## src/rtl/pipe_pkg.sv

```systemverilog
// Shared pipeline types: ALU command encoding and datapath widths.
package pipe_pkg;

  localparam int XLEN_DEF  = 32;
  localparam int RADDR_DEF = 5;

  typedef enum logic [3:0] {
    EXE_ADD          = 4'd0,
    EXE_SUB          = 4'd1,
    EXE_AND          = 4'd2,
    EXE_OR           = 4'd3,
    EXE_NOR          = 4'd4,
    EXE_XOR          = 4'd5,
    EXE_SLA          = 4'd6,
    EXE_SLL          = 4'd7,
    EXE_SRA          = 4'd8,
    EXE_SRL          = 4'd9,
    EXE_NO_OPERATION = 4'd10
  } execmd_t;

endpackage

```

## src/rtl/exe_stage_if.sv

```systemverilog
// Execute-stage bundle: ID/EX inputs, forwarding taps, EX/MEM outputs.
interface exe_stage_if
  import pipe_pkg::*;
#(
  parameter int XLEN  = XLEN_DEF,
  parameter int RADDR = RADDR_DEF
) ();

  logic             stall;
  logic             flush;
  execmd_t          exe_cmd;
  logic [XLEN-1:0]  val1;
  logic [XLEN-1:0]  val2;
  logic             val2_is_reg;
  logic [XLEN-1:0]  st_value_in;
  logic [RADDR-1:0] src1;
  logic [RADDR-1:0] src2;
  logic [RADDR-1:0] dest_in;
  logic [XLEN-1:0]  pc_in;
  logic             mem_r_en_in;
  logic             mem_w_en_in;
  logic             wb_en_in;
  logic             br_taken_in;
  logic [RADDR-1:0] mem_fwd_dest;
  logic             mem_fwd_wb_en;
  logic [XLEN-1:0]  mem_fwd_val;
  logic [RADDR-1:0] wb_fwd_dest;
  logic             wb_fwd_wb_en;
  logic [XLEN-1:0]  wb_fwd_val;
  logic [XLEN-1:0]  alu_res;
  logic [XLEN-1:0]  st_value;
  logic [RADDR-1:0] dest;
  logic [XLEN-1:0]  pc;
  logic             mem_r_en;
  logic             mem_w_en;
  logic             wb_en;
  logic             br_taken;

  modport master (
    output stall, flush, exe_cmd,
    output val1, val2, val2_is_reg,
    output st_value_in, src1, src2,
    output dest_in, pc_in,
    output mem_r_en_in, mem_w_en_in,
    output wb_en_in, br_taken_in,
    output mem_fwd_dest, mem_fwd_wb_en,
    output mem_fwd_val,
    output wb_fwd_dest, wb_fwd_wb_en,
    output wb_fwd_val,
    input  alu_res, st_value, dest, pc,
    input  mem_r_en, mem_w_en,
    input  wb_en, br_taken
  );

  modport slave (
    input  stall, flush, exe_cmd,
    input  val1, val2, val2_is_reg,
    input  st_value_in, src1, src2,
    input  dest_in, pc_in,
    input  mem_r_en_in, mem_w_en_in,
    input  wb_en_in, br_taken_in,
    input  mem_fwd_dest, mem_fwd_wb_en,
    input  mem_fwd_val,
    input  wb_fwd_dest, wb_fwd_wb_en,
    input  wb_fwd_val,
    output alu_res, st_value, dest, pc,
    output mem_r_en, mem_w_en,
    output wb_en, br_taken
  );

endinterface

```

## src/rtl/exe_alu.sv

```systemverilog
// Combinational ALU: wrap-around arithmetic, no flags.
module exe_alu
  import pipe_pkg::*;
#(
  parameter int XLEN = XLEN_DEF
) (
  input  execmd_t         i_cmd,
  input  logic [XLEN-1:0] i_op1,
  input  logic [XLEN-1:0] i_op2,
  output logic [XLEN-1:0] o_res
);

  logic [4:0] w_sh;
  assign w_sh = i_op2[4:0];

  always_comb begin
    o_res = '0;
    unique case (i_cmd)
      EXE_ADD: o_res = i_op1 + i_op2;
      EXE_SUB: o_res = i_op1 - i_op2;
      EXE_AND: o_res = i_op1 & i_op2;
      EXE_OR:  o_res = i_op1 | i_op2;
      EXE_NOR: o_res = ~(i_op1 | i_op2);
      EXE_XOR: o_res = i_op1 ^ i_op2;
      EXE_SLA: o_res = i_op1 << w_sh;
      EXE_SLL: o_res = i_op1 << w_sh;
      EXE_SRA: o_res = $signed(i_op1) >>> w_sh;
      EXE_SRL: o_res = i_op1 >> w_sh;
      default: o_res = '0;
    endcase
  end

endmodule

```

## src/rtl/exe_stage.sv

```systemverilog
// Execute stage: operand forwarding, ALU, EX/MEM pipeline register.
module exe_stage
  import pipe_pkg::*;
#(
  parameter int XLEN  = XLEN_DEF,
  parameter int RADDR = RADDR_DEF
) (
  input logic       clk,
  input logic       rstn,
  exe_stage_if.slave bus
);

  // MEM beats WB; x0 is hardwired and never forwarded
  function automatic logic [XLEN-1:0] fwd(
    input logic [RADDR-1:0] idx,
    input logic [XLEN-1:0]  v,
    input logic [RADDR-1:0] md,
    input logic             me,
    input logic [XLEN-1:0]  mv,
    input logic [RADDR-1:0] wd,
    input logic             we,
    input logic [XLEN-1:0]  wv
  );
    logic [XLEN-1:0] r;
    r = v;
    if (idx != '0) begin
      if (me && md == idx)      r = mv;
      else if (we && wd == idx) r = wv;
    end
    return r;
  endfunction

  logic [XLEN-1:0] w_op1;
  logic [XLEN-1:0] w_rs2;
  logic [XLEN-1:0] w_op2;
  logic [XLEN-1:0] w_st;
  logic [XLEN-1:0] w_res;

  assign w_op1 = fwd(bus.src1, bus.val1,
    bus.mem_fwd_dest, bus.mem_fwd_wb_en,
    bus.mem_fwd_val, bus.wb_fwd_dest,
    bus.wb_fwd_wb_en, bus.wb_fwd_val);
  assign w_rs2 = fwd(bus.src2, bus.val2,
    bus.mem_fwd_dest, bus.mem_fwd_wb_en,
    bus.mem_fwd_val, bus.wb_fwd_dest,
    bus.wb_fwd_wb_en, bus.wb_fwd_val);
  assign w_st = fwd(bus.src2, bus.st_value_in,
    bus.mem_fwd_dest, bus.mem_fwd_wb_en,
    bus.mem_fwd_val, bus.wb_fwd_dest,
    bus.wb_fwd_wb_en, bus.wb_fwd_val);
  assign w_op2 = bus.val2_is_reg ? w_rs2 : bus.val2;

  exe_alu #(.XLEN(XLEN)) u_alu (
    .i_cmd (bus.exe_cmd),
    .i_op1 (w_op1),
    .i_op2 (w_op2),
    .o_res (w_res)
  );

  logic [XLEN-1:0]  r_alu_res;
  logic [XLEN-1:0]  r_st_value;
  logic [RADDR-1:0] r_dest;
  logic [XLEN-1:0]  r_pc;
  logic [3:0]       r_ctl;

  always_ff @(posedge clk) begin
    if (!rstn || bus.flush) begin
      r_alu_res  <= '0;
      r_st_value <= '0;
      r_dest     <= '0;
      r_pc       <= '0;
      r_ctl      <= '0;
    end else if (!bus.stall) begin
      r_alu_res  <= w_res;
      r_st_value <= w_st;
      r_dest     <= bus.dest_in;
      r_pc       <= bus.pc_in;
      r_ctl      <= {bus.mem_r_en_in,
                     bus.mem_w_en_in,
                     bus.wb_en_in,
                     bus.br_taken_in};
    end
  end

  assign bus.alu_res  = r_alu_res;
  assign bus.st_value = r_st_value;
  assign bus.dest     = r_dest;
  assign bus.pc       = r_pc;
  assign bus.mem_r_en = r_ctl[3];
  assign bus.mem_w_en = r_ctl[2];
  assign bus.wb_en    = r_ctl[1];
  assign bus.br_taken = r_ctl[0];

endmodule

```

## src/flat_wrapper.sv

```systemverilog
// flat-port wrapper written by rule: the top's interface ports become plain ports
module exe_stage_flat import pipe_pkg::*;
#(
  parameter int XLEN  = XLEN_DEF,
  parameter int RADDR = RADDR_DEF
)
  (clk, rstn, bus_stall, bus_flush, bus_exe_cmd, bus_val1, bus_val2, bus_val2_is_reg, bus_st_value_in, bus_src1, bus_src2, bus_dest_in, bus_pc_in, bus_mem_r_en_in, bus_mem_w_en_in, bus_wb_en_in, bus_br_taken_in, bus_mem_fwd_dest, bus_mem_fwd_wb_en, bus_mem_fwd_val, bus_wb_fwd_dest, bus_wb_fwd_wb_en, bus_wb_fwd_val, bus_alu_res, bus_st_value, bus_dest, bus_pc, bus_mem_r_en, bus_mem_w_en, bus_wb_en, bus_br_taken);
  exe_stage_if #(.XLEN(XLEN), .RADDR(RADDR)) bus_i ();
  input logic clk;
  input logic rstn;
  input wire logic [$bits(bus_i.stall)-1:0] bus_stall;
  input wire logic [$bits(bus_i.flush)-1:0] bus_flush;
  input wire logic [$bits(bus_i.exe_cmd)-1:0] bus_exe_cmd;
  input wire logic [$bits(bus_i.val1)-1:0] bus_val1;
  input wire logic [$bits(bus_i.val2)-1:0] bus_val2;
  input wire logic [$bits(bus_i.val2_is_reg)-1:0] bus_val2_is_reg;
  input wire logic [$bits(bus_i.st_value_in)-1:0] bus_st_value_in;
  input wire logic [$bits(bus_i.src1)-1:0] bus_src1;
  input wire logic [$bits(bus_i.src2)-1:0] bus_src2;
  input wire logic [$bits(bus_i.dest_in)-1:0] bus_dest_in;
  input wire logic [$bits(bus_i.pc_in)-1:0] bus_pc_in;
  input wire logic [$bits(bus_i.mem_r_en_in)-1:0] bus_mem_r_en_in;
  input wire logic [$bits(bus_i.mem_w_en_in)-1:0] bus_mem_w_en_in;
  input wire logic [$bits(bus_i.wb_en_in)-1:0] bus_wb_en_in;
  input wire logic [$bits(bus_i.br_taken_in)-1:0] bus_br_taken_in;
  input wire logic [$bits(bus_i.mem_fwd_dest)-1:0] bus_mem_fwd_dest;
  input wire logic [$bits(bus_i.mem_fwd_wb_en)-1:0] bus_mem_fwd_wb_en;
  input wire logic [$bits(bus_i.mem_fwd_val)-1:0] bus_mem_fwd_val;
  input wire logic [$bits(bus_i.wb_fwd_dest)-1:0] bus_wb_fwd_dest;
  input wire logic [$bits(bus_i.wb_fwd_wb_en)-1:0] bus_wb_fwd_wb_en;
  input wire logic [$bits(bus_i.wb_fwd_val)-1:0] bus_wb_fwd_val;
  output wire logic [$bits(bus_i.alu_res)-1:0] bus_alu_res;
  output wire logic [$bits(bus_i.st_value)-1:0] bus_st_value;
  output wire logic [$bits(bus_i.dest)-1:0] bus_dest;
  output wire logic [$bits(bus_i.pc)-1:0] bus_pc;
  output wire logic [$bits(bus_i.mem_r_en)-1:0] bus_mem_r_en;
  output wire logic [$bits(bus_i.mem_w_en)-1:0] bus_mem_w_en;
  output wire logic [$bits(bus_i.wb_en)-1:0] bus_wb_en;
  output wire logic [$bits(bus_i.br_taken)-1:0] bus_br_taken;
  assign bus_i.stall = bus_stall;
  assign bus_i.flush = bus_flush;
  assign bus_i.exe_cmd = bus_exe_cmd;
  assign bus_i.val1 = bus_val1;
  assign bus_i.val2 = bus_val2;
  assign bus_i.val2_is_reg = bus_val2_is_reg;
  assign bus_i.st_value_in = bus_st_value_in;
  assign bus_i.src1 = bus_src1;
  assign bus_i.src2 = bus_src2;
  assign bus_i.dest_in = bus_dest_in;
  assign bus_i.pc_in = bus_pc_in;
  assign bus_i.mem_r_en_in = bus_mem_r_en_in;
  assign bus_i.mem_w_en_in = bus_mem_w_en_in;
  assign bus_i.wb_en_in = bus_wb_en_in;
  assign bus_i.br_taken_in = bus_br_taken_in;
  assign bus_i.mem_fwd_dest = bus_mem_fwd_dest;
  assign bus_i.mem_fwd_wb_en = bus_mem_fwd_wb_en;
  assign bus_i.mem_fwd_val = bus_mem_fwd_val;
  assign bus_i.wb_fwd_dest = bus_wb_fwd_dest;
  assign bus_i.wb_fwd_wb_en = bus_wb_fwd_wb_en;
  assign bus_i.wb_fwd_val = bus_wb_fwd_val;
  assign bus_alu_res = bus_i.alu_res;
  assign bus_st_value = bus_i.st_value;
  assign bus_dest = bus_i.dest;
  assign bus_pc = bus_i.pc;
  assign bus_mem_r_en = bus_i.mem_r_en;
  assign bus_mem_w_en = bus_i.mem_w_en;
  assign bus_wb_en = bus_i.wb_en;
  assign bus_br_taken = bus_i.br_taken;
  exe_stage #(.XLEN(XLEN), .RADDR(RADDR)) u_core (.clk(clk), .rstn(rstn), .bus(bus_i));
endmodule
```

## config.mk

```make
export PLATFORM = sky130hd
export DESIGN_NAME = exe_stage_flat
export DESIGN_NICKNAME = d
export VERILOG_FILES = /design/src/rtl/pipe_pkg.sv /design/src/rtl/exe_stage_if.sv /design/src/rtl/exe_alu.sv /design/src/rtl/exe_stage.sv /design/src/flat_wrapper.sv
export SDC_FILE = /design/constraint.sdc
export NUM_CORES = 1
export LEC_CHECK = 0
export ABC_AREA = 0
export CELL_PAD_IN_SITES_DETAIL_PLACEMENT = 0
export CELL_PAD_IN_SITES_GLOBAL_PLACEMENT = 1
export CORE_AREA = 2 2 198 200
export DETAILED_ROUTE_END_ITERATION = 16
export DIE_AREA = 0 0 200 202
export MAX_ROUTING_LAYER = met4
export PLACE_DENSITY = 0.87
export SYNTH_ARGS = -nofsm -noshare
export SYNTH_HDL_FRONTEND = slang
export SYNTH_SLANG_ARGS = --single-unit
```

## constraint.sdc

```tcl
create_clock -name clk -period 6.6 [get_ports clk]
set_clock_uncertainty 0.2 [all_clocks]
set_input_delay 0.66 -clock clk [delete_from_list [all_inputs] [get_ports clk]]
set_output_delay 0.66 -clock clk [all_outputs]
set_load 0.03 [all_outputs]
```

**Word-level counts from Yosys, hierarchy flattened**

Cells that the tools add are included.
W data, S select, Z words.

- Register bits after elaboration: 105
- Bits in latches: 0
- Bits in writable memories: 0
- Bits in read-only memories: 0
- Output and inout port bits: 105
- Memories: 0

- Add/sub/neg operators: 2
- Multiply operators: 0
- Divide/modulo/power cells: 0
- $lt $le $gt $ge: 0
- Equality and inequality tests: 13
- Shifts and indexed selects: 3
- Muxes and demuxes: 11
- Bitwise logic cells: 4
- Reductions and logical operators: 10

Operator list:

| operator | count |
|---|---|
| $mux W32 | 10 |
| $pmux W32 S9 | 1 |
| $add A32 B32 Y32 | 1 |
| $and A32 B32 Y32 | 1 |
| $not A32 Y32 | 1 |
| $or A32 B32 Y32 | 1 |
| $shl A32 B5 Y32 | 1 |
| $shr A32 B5 Y32 | 1 |
| $sshr A32 B5 Y32 | 1 |
| $sub A32 B32 Y32 | 1 |
| $xor A32 B32 Y32 | 1 |
| $eq A5 B5 Y1 | 4 |
| $eq A4 B3 Y1 const B | 4 |
| $reduce_bool A5 Y1 | 2 |
| $eq A4 B2 Y1 const B | 2 |
| $eq A4 B4 Y1 const B | 2 |
| $eq A4 B1 Y1 const B | 1 |
| $logic_and A1 B1 Y1 | 4 |
| $logic_not A4 Y1 | 1 |
| $reduce_or A2 Y1 | 1 |
| $logic_not A1 Y1 | 1 |
| $logic_or A1 B1 Y1 | 1 |

**Logic depth before layout (Yosys ltp)**

- Depth in word-level cells: 9
- Gate-level depth with buffers: 28
- Gate-level depth less buffers: 24

**By module**

From an unflattened synthesis, not the netlist that was laid out.

- Cells, all modules: 1898
- Area, all modules: 14117.3 µm²

Modules (own cells, without submodules):

| module | instances | cells an instance | area each (µm²) | seq. area each (µm²) |
|---|---|---|---|---|
| exe_alu | 1 | 1171 | 8235.4 | 0.0 |
| exe_stage | 1 | 727 | 5881.9 | 2102.0 |

**Worst setup path before layout**

No wires, ideal clock.

- Kind: input to register
- From: in bus_src2[1]
- To: reg u_core.r_alu_res[26], in the netlist u_core.bus.alu_res[26]
- Arrival time: 5.566 ns
- Required time: 6.305 ns
- Path slack: 0.739 ns
- Cell stages on the path: 25
- Cell sequence: buf_4 > xnor2_2 > nand4_2 > or2_0 > buf_2 > a31oi_1 > o22ai_2 > inv_2 > buf_1 > clkbuf_1 > buf_2 > xnor2_1 > ha_1 > nor2b_1 > o31ai_1 > a21oi_1 > o21ai_0 > o31a_1 > o21ai_0 > a41oi_1 > nor2b_1 > o31ai_1 > xnor2_1 > a2bb2oi_1 > a221oi_1

- Word-level cells in the longest chain between the ends: 9
- Elaborated cells between the ends (all ways): 19
- Those cells by class: 2 x add/sub; 2 x eq/ne; 3 x shift; 5 x mux; 4 x bitwise; 3 x reduce/logical

RTL lines:

| item | RTL line | RTL |
|---|---|---|
| start: declaration | flat_wrapper.sv:19 | `input wire logic [$bits(bus_i.src2)-1:0] bus_src2;` |
| $eq A5 B5 Y1 | exe_stage.sv:28 | `else if (we && wd == idx) r = wv;` |
| $logic_and A1 B1 Y1 | exe_stage.sv:28 |  |
| $mux W32 | exe_stage.sv:28 |  |
| $mux W32 | exe_stage.sv:27 | `if (me && md == idx) r = mv;` |
| $mux W32 * | exe_stage.sv:26 | `if (idx != '0) begin` |
| $mux W32 * | exe_stage.sv:51 | `assign w_op2 = bus.val2_is_reg ? w_rs2 : bus.val2;` |
| branches (longest 2 deep; another with $sub A32 B32 Y32) | -- |  |
| $pmux W32 S9 * | exe_alu.sv:18 | `unique case (i_cmd)` |
| end signal: assignment | exe_stage.sv:74 | `r_alu_res <= w_res;` |
| end: declaration | exe_stage.sv:60 | `logic [XLEN-1:0] r_alu_res;` |

Every way passes the cells marked *.
A chain may end at the register's enable or synchronous reset.

**Final worst setup path**

- From: in bus_src2[0]
- To: reg u_core.r_alu_res[22], in the netlist u_core.bus.alu_res[22]

Same word-level chain as after synthesis.

==> impl_metrics.toml <==
[global_routing]
first_global_vias = 17300
grt_first_pass_wirelength_mm = 116
overflow = 0
antenna_found_initial = 2
grtUsageTotal_pct = 40.5
grt_start_max_net_pins = 94

[critical_path]
cp.arrival_ns = 6.26
crit_type = "in2reg"
path_common_cell = "buf_4"
critPathMaxStageDelay_ns = 0.63
slowest_stage = "or4_1"
crit_buf_inv = 5
end_kind = "flip-flop"
crit_path_start_kind = "input pin"
crit_family = "compound AO/OA/AOI/OAI gates"
critPathMaxFanout = 32
crit_chain = "clkdlybuf4s50_1 > or4_1 > o21ai_4 > buf_4 > o22a_4 > inv_4 > buf_4 > a21oi_1 > xnor2_1 > ha_1 > nor2b_1 > o31ai_1 > a21oi_1 > o21ai_0 > o31a_1 > o21ai_0 > a41oi_1 > buf_4 > xor2_1 > o221ai_1 > a211oi_1 > nor3_1"
required_ns = 6.63

[drt]
routedWlPerCell_um = 28.2
wl_met1_mm = 30.9
drc = 0
first_pass_iters = 8
vias = 17400
dr_wl_met2_mm = 36.6
routed.top_layer = "met4"
wl_met3_mm = 7.17
viasPerCell = 6.11
wl_mm = 80.5
ant_nets = 0
drtIter0Drc = 1695

[synthesis]
syn-num-nets = 2267
postSynthAreaPerCell_um2 = 7.03
yosysWarnings = 0
synth_area_um2 = 13600
synth_common_cells = "nor2_1, a21oi_1, mux2i_1"
synthFlopType = "dfxtp_1"
async_flop_share_pct = 0
ys_types = 86
yosysMostFrequentCell = "nor2_1"
netlist.area_leader.share_pct = 15.5
syn-instance-count = 1932
synth-seq-cells = 105
yosysTopAreaCell = "dfxtp_1"
synth-edff-count = 0
yosysSeqAreaShare_pct = 15.5
synthTopCellsByArea = "dfxtp_1, mux2i_1, ha_1"

[cts]
htree_num_levels = 3
cts_sinks = 105
cts_tree = "done"
clk_latency_ns = 0.38
clockBufferDepth = 2
path_clk_slew_ns = 0.10
cts_inserted_buffers = 9
root_buffer = "clkbuf_16"
cts_setup_buffers = 0

[flow_run]
drv_cap = 0

[sta]
hold_viol = 0
worst_pin_slew_ns = 1.35
max_freq_ghz = 0.161
period_needed_ns = 6.23
holdWs_ns = 0.275
period_share_pct = 94.4
setup_viol = 0
relSlewSlack_pct = 10.1
final_max_slew_viol_count = 0

[die]
coreArea_um2 = 38300
die_w_um = 200
boundaryPins = 337
rows = 72
initial_core_util_pct = 35.5
die_h_um = 202
die_area_um2 = 40400

[placed_design]
postPlaceCellArea_um2 = 18500
place_congestion = 1.05
io_buffers = 336
dp_hpwl_mm = 64.2

[final_layout]
fillCellCount = 3874
final_nets = 2662
multi_input_area_um2 = 10500
ff_latch_area_um2 = 2100
fin_area_um2 = 18800
syn_to_final_growth_pct = 38.6
drive_gt1_share_pct = 11.7

[power_and_ir_drop]
peakVddDrop_mv = 0.130
power_density_nw_per_um2 = 150
total_power_w = 0.00283
p_leak_nw = 7.78

[min_path]
hold_path.class = "reg2reg"

[run_status]
status = "completed"
==> power by group <==
part | total, W | switching [W] | internal [W]
logic | 0.00154 | 0.000918 | 0.000624
registers | 0.000666 | 0.0000132 | 0.000653
clock network | 0.000620 | 0.000343 | 0.000277
total | 0.00283 | 0.00127 | 0.00155
==> layer usage <==
metal,track usage (%),vias up
met5,-,-
met4,24.9,0
met3,7.63,240
met2,63.3,1049
met1,47.8,8259
li1,-,7878
==> cells by family after synthesis <==
| group | synth area share, % |
|---|---|
| buf+inv | 7.77 |
| compound gates | 30.3 |
| fa+ha+maj | 9.54 |
| simple gates | 19.0 |
| xor+xnor | 4.99 |
| mux | 12.9 |
| flops | 15.5 |
==> area by class of cell <==
type	instances	area share, %
antenna	1	0.0133
clock buffer	9	1.20
clock inverter	7	0.472
inverter	102	2.05
multi-input combinational	1572	55.7
sequential	105	11.2
tap	518	3.44
timing repair buffer	537	25.9
==> flip-flops by register name (all words and copies together), names as in the netlist <==
signal and flops:
u_core.bus.st_value 32, u_core.bus.dest 5, u_core.bus.alu_res 32, u_core.bus.pc 32, u_core.r_ctl 4
==> metrics by stage <==
stage	cells	util (%)	worst slack, ns	setup TNS, ns
4_1_cts	2850	49.1	0.372	0
6_report	2851	49.2	0.372	0
3_5_place_dp	2834	48.3	-0.0245	-0.0245
3_3_place_gp	2834	48.3	0.0306	0
5_1_grt	2851	49.2	-0.000886	-0.000886
2_1_floorplan	1932	-	0.739	0
==> cells in the final DEF, fill, tap and decap left out, drive strengths merged, types with 78 or more instances in the layout <==
| cell | count |
|---|---|
| o21ai | 78 |
| buf | 203 |
| nor2 | 265 |
| a21oi | 199 |
| ha | 102 |
| nor3 | 94 |
| o22ai | 97 |
| clkdlybuf4s50 | 334 |
| nand2 | 140 |
| inv | 106 |
| dfxtp | 105 |
| mux2i | 162 |
==> worst paths after layout <==
path / start / endpoint / slack [ns] / depth (start not counted)
setup reg to reg: u_core.bus.alu_res[31] / u_core.bus.alu_res[31] / 4.73 / 6
setup / recovery: bus_src2[0] / u_core.bus.alu_res[22] / 0.37 / 22
hold / removal: u_core.bus.alu_res[3] / u_core.bus.alu_res[3] / 0.27 / 2
hold reg to reg: u_core.bus.alu_res[3] / u_core.bus.alu_res[3] / 0.27 / 2
==> repair_timing <==
item	in CTS	in global routing
endpoints found under the setup margin	0	1
gates resized for setup	0	5
hold buffers	0	0
==> worst min-delay path: cells and delay by family (launching register included) <==
kind            cells  cell delay, ns
compound gates      1            0.06
simple gates        1            0.05
flops               1            0.33
(Power assumes the default switching activity.)
